`config.mk`:
```
export PLATFORM = sky130hd
export DESIGN_NAME = uart_tx_mmio
export DESIGN_NICKNAME = d
export VERILOG_FILES = /design/src/rtl/uart_tx_mmio.sv
export SDC_FILE = /design/constraint.sdc
export NUM_CORES = 1
export LEC_CHECK = 0
export CORE_ASPECT_RATIO = 1.4
export CORE_MARGIN = 1.5
export CORE_UTILIZATION = 50
export CTS_CLUSTER_SIZE = 40
export DETAILED_ROUTE_END_ITERATION = 10
export PLACE_DENSITY = 0.87
export REMOVE_ABC_BUFFERS = 1
export SYNTH_ARGS = -nofsm -noshare
export SYNTH_HDL_FRONTEND = slang
export SYNTH_SLANG_ARGS = --single-unit
```
`constraint.sdc`:
```
create_clock -name clk -period 3.35 [get_ports clk]
set_input_delay 0.67 -clock clk [delete_from_list [all_inputs] [get_ports clk]]
set_output_delay 0.67 -clock clk [all_outputs]
set_load 0.01 [all_outputs]
```
`src/rtl/uart_tx_mmio.sv`:
```
// Memory-mapped 8N1 UART transmitter: a TXDATA/STATUS register pair with a one-cycle
// enable/ready handshake, feeding a byte FIFO drained by a serialiser FSM.
module uart_tx_mmio #(
  parameter int unsigned CLK_FREQ   = 50000000,
  parameter int unsigned BAUD_RATE  = 115200,
  parameter int unsigned FIFO_DEPTH = 8
) (
  input  logic        clk,
  input  logic        reset,
  input  logic        write_enable,
  input  logic        read_enable,
  input  logic [31:0] address,
  input  logic [31:0] data_in,
  output logic [31:0] data_out,
  output logic        mem_ready,
  output logic        uart_tx
);

  localparam int unsigned ClksPerBit = CLK_FREQ / BAUD_RATE;
  localparam int unsigned PtrW       = (FIFO_DEPTH > 1) ? $clog2(FIFO_DEPTH) : 1;
  localparam int unsigned CntW       = PtrW + 1;
  localparam int unsigned BaudW      = (ClksPerBit > 1) ? $clog2(ClksPerBit) : 1;

  localparam logic [BaudW-1:0] BaudReload = BaudW'(ClksPerBit - 1);
  localparam logic [CntW-1:0]  DepthCnt   = CntW'(FIFO_DEPTH);

  typedef enum logic [1:0] {StIdle, StStart, StData, StStop} state_e;

  // Bus side
  logic        mem_ready_q;
  logic [31:0] data_out_q;
  logic        accept, wr_acc, rd_acc;
  logic [1:0]  reg_sel;
  logic [31:0] rdata;
  logic [31:0] status;

  // FIFO
  logic [7:0]      fifo_mem_q [FIFO_DEPTH];
  logic [PtrW-1:0] wr_ptr_q, rd_ptr_q;
  logic [CntW-1:0] count_q, count_d;
  logic            overflow_q, overflow_d;
  logic            fifo_full, fifo_empty;
  logic            push_req, push, pop;
  logic [7:0]      fifo_head;
  logic [7:0]      count8;

  // Serialiser
  state_e          state_q;
  logic [BaudW-1:0] baud_q;
  logic [2:0]      bit_idx_q;
  logic [7:0]      shift_q;
  logic            tx_q;
  logic            busy;

  logic unused_bits;
  assign unused_bits = ^{address[31:4], address[1:0], data_in[31:8]};

  assign reg_sel = address[3:2];
  assign accept  = (write_enable | read_enable) & ~mem_ready_q;
  assign wr_acc  = accept & write_enable;
  // A simultaneous write wins; the read side then leaves data_out alone.
  assign rd_acc  = accept & read_enable & ~write_enable;

  assign fifo_full  = (count_q == DepthCnt);
  assign fifo_empty = (count_q == '0);
  assign fifo_head  = fifo_mem_q[rd_ptr_q];
  assign busy       = (state_q != StIdle);
  assign count8     = 8'(count_q);

  assign pop      = ~fifo_empty &
                    ((state_q == StIdle) | ((state_q == StStop) & (baud_q == '0)));
  assign push_req = wr_acc & (reg_sel == 2'd0);
  // A pop in the same cycle frees the slot a full-FIFO push needs.
  assign push     = push_req & (~fifo_full | pop);

  assign status = {16'h0000, count8, 4'h0, overflow_q, busy, fifo_empty, fifo_full};
  assign rdata  = (reg_sel == 2'd1) ? status : 32'h0000_0000;

  always_comb begin
    count_d = count_q;
    case ({push, pop})
      2'b10:   count_d = count_q + CntW'(1);
      2'b01:   count_d = count_q - CntW'(1);
      default: count_d = count_q;
    endcase
  end

  always_comb begin
    overflow_d = overflow_q;
    if (wr_acc && (reg_sel == 2'd1)) begin
      overflow_d = 1'b0;
    end else if (push_req && !push) begin
      overflow_d = 1'b1;
    end
  end

  always_ff @(posedge clk or posedge reset) begin
    if (reset) begin
      mem_ready_q <= 1'b0;
      data_out_q  <= 32'h0000_0000;
    end else begin
      mem_ready_q <= accept;
      if (rd_acc) begin
        data_out_q <= rdata;
      end
    end
  end

  always_ff @(posedge clk or posedge reset) begin
    if (reset) begin
      wr_ptr_q   <= '0;
      rd_ptr_q   <= '0;
      count_q    <= '0;
      overflow_q <= 1'b0;
    end else begin
      count_q    <= count_d;
      overflow_q <= overflow_d;
      if (push) begin
        wr_ptr_q <= wr_ptr_q + PtrW'(1);
      end
      if (pop) begin
        rd_ptr_q <= rd_ptr_q + PtrW'(1);
      end
    end
  end

  // Storage needs no reset: count and pointers define what is valid.
  always_ff @(posedge clk) begin
    if (push) begin
      fifo_mem_q[wr_ptr_q] <= data_in[7:0];
    end
  end

  always_ff @(posedge clk or posedge reset) begin
    if (reset) begin
      state_q   <= StIdle;
      baud_q    <= '0;
      bit_idx_q <= 3'd0;
      shift_q   <= 8'h00;
      tx_q      <= 1'b1;
    end else begin
      unique case (state_q)
        StIdle: begin
          tx_q <= 1'b1;
          if (!fifo_empty) begin
            shift_q <= fifo_head;
            baud_q  <= BaudReload;
            tx_q    <= 1'b0;
            state_q <= StStart;
          end
        end
        StStart: begin
          if (baud_q != '0) begin
            baud_q <= baud_q - BaudW'(1);
          end else begin
            baud_q    <= BaudReload;
            tx_q      <= shift_q[0];
            shift_q   <= {1'b0, shift_q[7:1]};
            bit_idx_q <= 3'd0;
            state_q   <= StData;
          end
        end
        StData: begin
          if (baud_q != '0) begin
            baud_q <= baud_q - BaudW'(1);
          end else begin
            baud_q <= BaudReload;
            if (bit_idx_q == 3'd7) begin
              tx_q    <= 1'b1;
              state_q <= StStop;
            end else begin
              tx_q      <= shift_q[0];
              shift_q   <= {1'b0, shift_q[7:1]};
              bit_idx_q <= bit_idx_q + 3'd1;
            end
          end
        end
        StStop: begin
          if (baud_q != '0) begin
            baud_q <= baud_q - BaudW'(1);
          end else if (!fifo_empty) begin
            // Chain straight into the next start bit.
            shift_q <= fifo_head;
            baud_q  <= BaudReload;
            tx_q    <= 1'b0;
            state_q <= StStart;
          end else begin
            tx_q    <= 1'b1;
            state_q <= StIdle;
          end
        end
        default: begin
          tx_q    <= 1'b1;
          state_q <= StIdle;
        end
      endcase
    end
  end

  assign data_out  = data_out_q;
  assign mem_ready = mem_ready_q;
  assign uart_tx   = tx_q;

endmodule
```
==> flow_summary.html <==
<table>
<tr><th>Metric</th><th>Value</th></tr>
<tr><th colspan="2">Synth</th></tr>
<tr><td>Adder-cell share of the synthesized area</td><td>roughly 3.6%</td></tr>
<tr><td>FF+latch count, synth</td><td>around 110</td></tr>
<tr><td>Share of the synthesized area in the top cell type</td><td>between 30% and 40%</td></tr>
<tr><td>Ranking of synthesized cells by instance count</td><td>64 x sky130_fd_sc_hd__edfxtp_1, 42 x sky130_fd_sc_hd__dfrtp_1, 31 x sky130_fd_sc_hd__nand2_1, 24 x sky130_fd_sc_hd__buf_4, 20 x sky130_fd_sc_hd__nor2_1</td></tr>
<tr><td>Count of mapped cells out of synthesis</td><td>approximately 360</td></tr>
<tr><td>Compound-Gate Fraction of Synth Area</td><td>9.74%</td></tr>
<tr><td>Post-synth ARST share</td><td>40.2%</td></tr>
<tr><td>Share of synthesized cell area in and, or, nand and nor gates</td><td>under 10%</td></tr>
<tr><td>Sequential share of the synthesized area</td><td>about three fifths</td></tr>
<tr><td>Number of warnings reported in the yosys synthesis log</td><td>0</td></tr>
<tr><td>Post-synthesis cell type with the largest combined area</td><td>sky130_fd_sc_hd__edfxtp_1</td></tr>
<tr><td>Top cells by area, synth</td><td>sky130_fd_sc_hd__edfxtp_1 38%, sky130_fd_sc_hd__dfrtp_1 21%, sky130_fd_sc_hd__mux4_2 7.2%</td></tr>
<tr><td>Largest family of logic cells by synthesized area</td><td>multiplexers</td></tr>
<tr><td>Xor and xnor fraction of the mapped netlist area</td><td>around 1.2%</td></tr>
<tr><td>Count leader, synth</td><td>sky130_fd_sc_hd__edfxtp_1</td></tr>
<tr><td>Multiplexer share of the synthesized area</td><td>between 10% and 20%</td></tr>
<tr><td>Mean instance size in the synthesized netlist</td><td>about 14 um^2</td></tr>
<tr><td>Post-synth EDFFs</td><td>between 60 and 70</td></tr>
<tr><td>Count of different cell masters after synthesis</td><td>63</td></tr>
<tr><td>Mapped cell area</td><td>roughly 5000 um^2</td></tr>
<tr><td>Top flip-flop cell by instance count after synthesis</td><td>sky130_fd_sc_hd__edfxtp_1</td></tr>
<tr><th colspan="2">Detailed routing</th></tr>
<tr><td>DR vias/cell</td><td>5.56</td></tr>
<tr><td>Drt wl/cell</td><td>17.3 um</td></tr>
<tr><td>Violation count after the first detailed-route iteration</td><td>between 200 and 250</td></tr>
<tr><td>Number of nets with antenna violations after routing</td><td>0</td></tr>
<tr><td>Total Routed Length</td><td>around 9300 um</td></tr>
<tr><td>Overall via count from detail_route</td><td>slightly below 3000</td></tr>
<tr><td>Number of iterations in the first detailed-routing pass</td><td>4</td></tr>
<tr><td>Remaining design rule violation count</td><td>0</td></tr>
<tr><th colspan="2">Critical path</th></tr>
<tr><td>Library cell contributing the largest single delay on the critical path</td><td>sky130_fd_sc_hd__clkdlybuf4s50_1</td></tr>
<tr><td>Data required, critical path</td><td>3.58 ns</td></tr>
<tr><td>Number of buffer and inverter instances along the worst setup path</td><td>2</td></tr>
<tr><td>Worst r2r src</td><td>baud_q[0]</td></tr>
<tr><td>CP delay by family, top</td><td>simple AND/OR/NAND/NOR gates</td></tr>
<tr><td>WS Path Type</td><td>in -&gt; reg</td></tr>
<tr><td>Most used cell along the critical path</td><td>sky130_fd_sc_hd__a21o_1</td></tr>
<tr><td>First element of the critical path</td><td>write_enable</td></tr>
<tr><td>Arrival time of data at the critical path endpoint</td><td>~3.1 ns</td></tr>
<tr><td>Crit-path max FO</td><td>4</td></tr>
<tr><td>Delay contributed by the slowest stage of the critical path</td><td>about 0.50 ns</td></tr>
<tr><td>Chain of cells forming the critical path</td><td>clkdlybuf4s50_1 &gt; nor3b_1 &gt; nand2b_1 &gt; nand2_1 &gt; inv_1 &gt; ha_1 &gt; a21o_1 &gt; a21o_1 &gt; nor4b_1 &gt; a31oi_1 &gt; xnor2_1</td></tr>
<tr><td>CP startpoint kind</td><td>input port</td></tr>
<tr><td>Sort of element at the end of the critical path</td><td>flip-flop</td></tr>
<tr><th colspan="2">Final layout</th></tr>
<tr><td>Nets</td><td>478</td></tr>
<tr><td>N_diodes</td><td>0</td></tr>
<tr><td>Relative area change from synthesis to final layout</td><td>12.7%</td></tr>
<tr><td>Proportion of layout cells with a drive suffix above 1</td><td>roughly 16%</td></tr>
<tr><td>Fill count</td><td>approximately 750</td></tr>
<tr><td>Final core utilization</td><td>between 50% and 60%</td></tr>
<tr><td>Final non-filler cell total</td><td>around 540</td></tr>
<tr><th colspan="2">STA</th></tr>
<tr><td>Unrepaired setup endpoints after global routing</td><td>false</td></tr>
<tr><td>Final count of negative-setup-slack endpoints</td><td>0</td></tr>
<tr><td>Setup_tns</td><td>0 ns</td></tr>
<tr><td>Tmin final</td><td>around 2.9 ns</td></tr>
<tr><td>Worst hold-check slack</td><td>roughly 0.5 ns</td></tr>
<tr><td>Final clock skew</td><td>between 0.008 and 0.009 ns</td></tr>
<tr><td>Max transition margin</td><td>approximately a third</td></tr>
<tr><td>Minimum setup slack in the final design</td><td>~0.48 ns</td></tr>
<tr><td>Number of hold-slack violations in the final timing report</td><td>0</td></tr>
<tr><td>Measured slew at the worst slew-check pin</td><td>between 0.9 and 1 ns</td></tr>
<tr><td>Max frequency</td><td>about 350 MHz</td></tr>
<tr><td>Final worst-path cycle share</td><td>a little under nine tenths</td></tr>
<tr><td>Count of pins over their slew limit</td><td>0</td></tr>
<tr><th colspan="2">Hold path</th></tr>
<tr><td>Start point of the worst min-delay path</td><td>data_out[0]</td></tr>
<tr><td>Hold/Removal Path Class</td><td>reg -&gt; reg</td></tr>
<tr><th colspan="2">Global route</th></tr>
<tr><td>Wire length of the first global-routing pass</td><td>14800 um</td></tr>
<tr><td>Maximum number of pins on one net before global-route repair</td><td>27</td></tr>
<tr><td>Vias in the first global route</td><td>between 3000 and 4000</td></tr>
<tr><td>Number of antenna violations at the first check in global routing</td><td>0</td></tr>
<tr><td>GRT Overall Usage</td><td>approximately a fifth</td></tr>
<tr><td>Total overflow reported by the global router</td><td>0</td></tr>
<tr><th colspan="2">Clocking</th></tr>
<tr><td>CTS HTree Levels</td><td>3</td></tr>
<tr><td>TritonCTS clock tree</td><td>done</td></tr>
<tr><td>Setup Fix Bufs, Post-CTS</td><td>0</td></tr>
<tr><td>Clk slew on worst S/H paths</td><td>roughly 0.070 ns</td></tr>
<tr><td>Number of buffers created by CTS</td><td>9</td></tr>
<tr><td>Clock Sink Count</td><td>between 100 and 150</td></tr>
<tr><td># resized after CTS</td><td>0</td></tr>
<tr><td>Clock Tree Buf Depth</td><td>2</td></tr>
<tr><td>Count of hold buffers inserted by post-cts repair</td><td>0</td></tr>
<tr><td>CTS root buf</td><td>sky130_fd_sc_hd__clkbuf_16</td></tr>
<tr><td>Latest clock arrival within the worst-skew pair</td><td>about 0.35 ns</td></tr>
<tr><th colspan="2">Pwr</th></tr>
<tr><td>Part of the power in the clock network</td><td>about 22%</td></tr>
<tr><td>Peak VDD IR</td><td>between 0.5 and 0.6 mV</td></tr>
<tr><td>Lkg Pwr</td><td>roughly 2.2 nW</td></tr>
<tr><td>Int Power</td><td>3.13 mW</td></tr>
<tr><td>Power density of the placed cells</td><td>between 800 and 900 nW/um^2</td></tr>
<tr><td>Relative contribution of sequential cells to total power</td><td>39.6%</td></tr>
<tr><td>Combinational power share</td><td>38.7%</td></tr>
<tr><td>Switching Power</td><td>1.78 mW</td></tr>
<tr><td>Switching power share of the total</td><td>between 30% and 40%</td></tr>
<tr><th colspan="2">Floorplan</th></tr>
<tr><td>Area of the die</td><td>10700 um^2</td></tr>
<tr><td>Placement Rows</td><td>43</td></tr>
<tr><td>Die Wd</td><td>between 80 and 90 um</td></tr>
<tr><td>Overall die height</td><td>122 um</td></tr>
<tr><td>Starting density of the core</td><td>approximately half</td></tr>
<tr><td>Area of the core</td><td>slightly below 10000 um^2</td></tr>
<tr><td>Io pins</td><td>102</td></tr>
<tr><th colspan="2">Placed design</th></tr>
<tr><td>HPWL Detailed</td><td>between 6000 and 7000 um</td></tr>
<tr><td>Pre-CTS worst setup slack</td><td>between 0.1 and 0.15 ns</td></tr>
<tr><td>Routability-driven placement congestion ratio</td><td>roughly 0.83</td></tr>
<tr><td>Placed cell count</td><td>520</td></tr>
<tr><td>Number of input and output port buffers inserted</td><td>23</td></tr>
<tr><th colspan="2">Outcome</th></tr>
<tr><td>Result of the run</td><td>complete, no violations</td></tr>
<tr><th colspan="2">Job</th></tr>
<tr><td>Max Cap Violations</td><td>0</td></tr>
</table>
==> sequential cells by signal, indices dropped and copies added (netlist names) <==
| name | flops |
|---|---|
| bit_idx_q | 3 |
| overflow_q | 1 |
| wr_ptr_q | 3 |
| shift_q | 8 |
| state_q | 2 |
| baud_q | 9 |
| uart_tx | 1 |
| fifo_mem_q | 64 |
| rd_ptr_q | 3 |
| data_out | 8 |
| mem_ready | 1 |
| count_q | 4 |
==> kinds of logic (layout without fill, tap and decap cells) <==
family	Yosys count	after routing
compound gates	69	69
buf+inv	48	62
mux	32	32
xor+xnor	7	7
other cells	1	24
fa+ha+maj	14	14
flops	107	107
simple gates	86	86
==> routing by layer <==
| metal | track usage [%] | share of wire [%] |
|---|---|---|
| met2 | 34.4 | 57 |
| met4 | 8.53 | 2.5 |
| met1 | 20.7 | 38 |
| met5 | 0 | 0 |
| met3 | 3.25 | 2.9 |
==> path summary, 6_finish.rpt <==
check                                    to  cells past startpoint  slack (ns)
worst max-delay path             count_q[3]                     11        0.48
worst min-delay path            data_out[0]                      2        0.49
worst max register to register   count_q[3]                     13        0.49
worst min register to register  data_out[0]                      2        0.49
max in group asynchronous         baud_q[7]                      3        1.76
min in group asynchronous       data_out[8]                      2        0.85
==> worst min-delay path, stage by stage, from the launching register on <==
cell	delay, ns
sky130_fd_sc_hd__dfrtp_1	0.35
sky130_fd_sc_hd__nand2_1	0.05
sky130_fd_sc_hd__o31ai_1	0.05
==> placed cells by master, fill, tap and decap left out, drive strengths merged, types with 3 or more instances in the layout <==
cell type      count
clkdlybuf4s50     23
o21a               3
mux2i             11
mux2               5
edfxtp            64
mux4              16
a21oi             17
nor3b              7
nand2b             3
clkinv             4
a22o               6
clkbuf             9
nor4               3
conb              24
dfrtp             42
xnor2              6
nor3               8
inv               12
a31oi              3
o31ai              6
ha                13
o21ai             19
nand2             31
nor2              21
buf               12
==> power groups by stage <==
stage	clock, mW	sequential [mW]	combinational, mW
6_report	1.06	1.94	1.90
5_1_grt	1.12	1.97	2.10
4_1_cts	1.08	1.94	1.92
3_5_place_dp	0	1.96	1.87
3_3_place_gp	0	1.94	1.78
2_1_floorplan	0	1.94	1.43
==> cell type report <==
cell class	count	area, um^2	area share (%)
Inverter	11	41.3	0.729
Clock inverter	7	77.6	1.37
Tap cell	135	169	2.98
Timing Repair Buffer	35	320	5.66
Sequential cell	107	3000	53.0
Clock buffer	9	225	3.98
Multi-Input combinational cell	232	1830	32.3
==> metrics by stage <==
stage / cell area (um^2) / total power, mW
6_report: 5660 / 4.91
5_1_grt: 5660 / 5.20
2_1_floorplan: 4870 / 3.36
3_5_place_dp: 5360 / 3.84
4_1_cts: 5660 / 4.93
3_3_place_gp: 5360 / 3.72
Power figures use the tool's default switching activity.
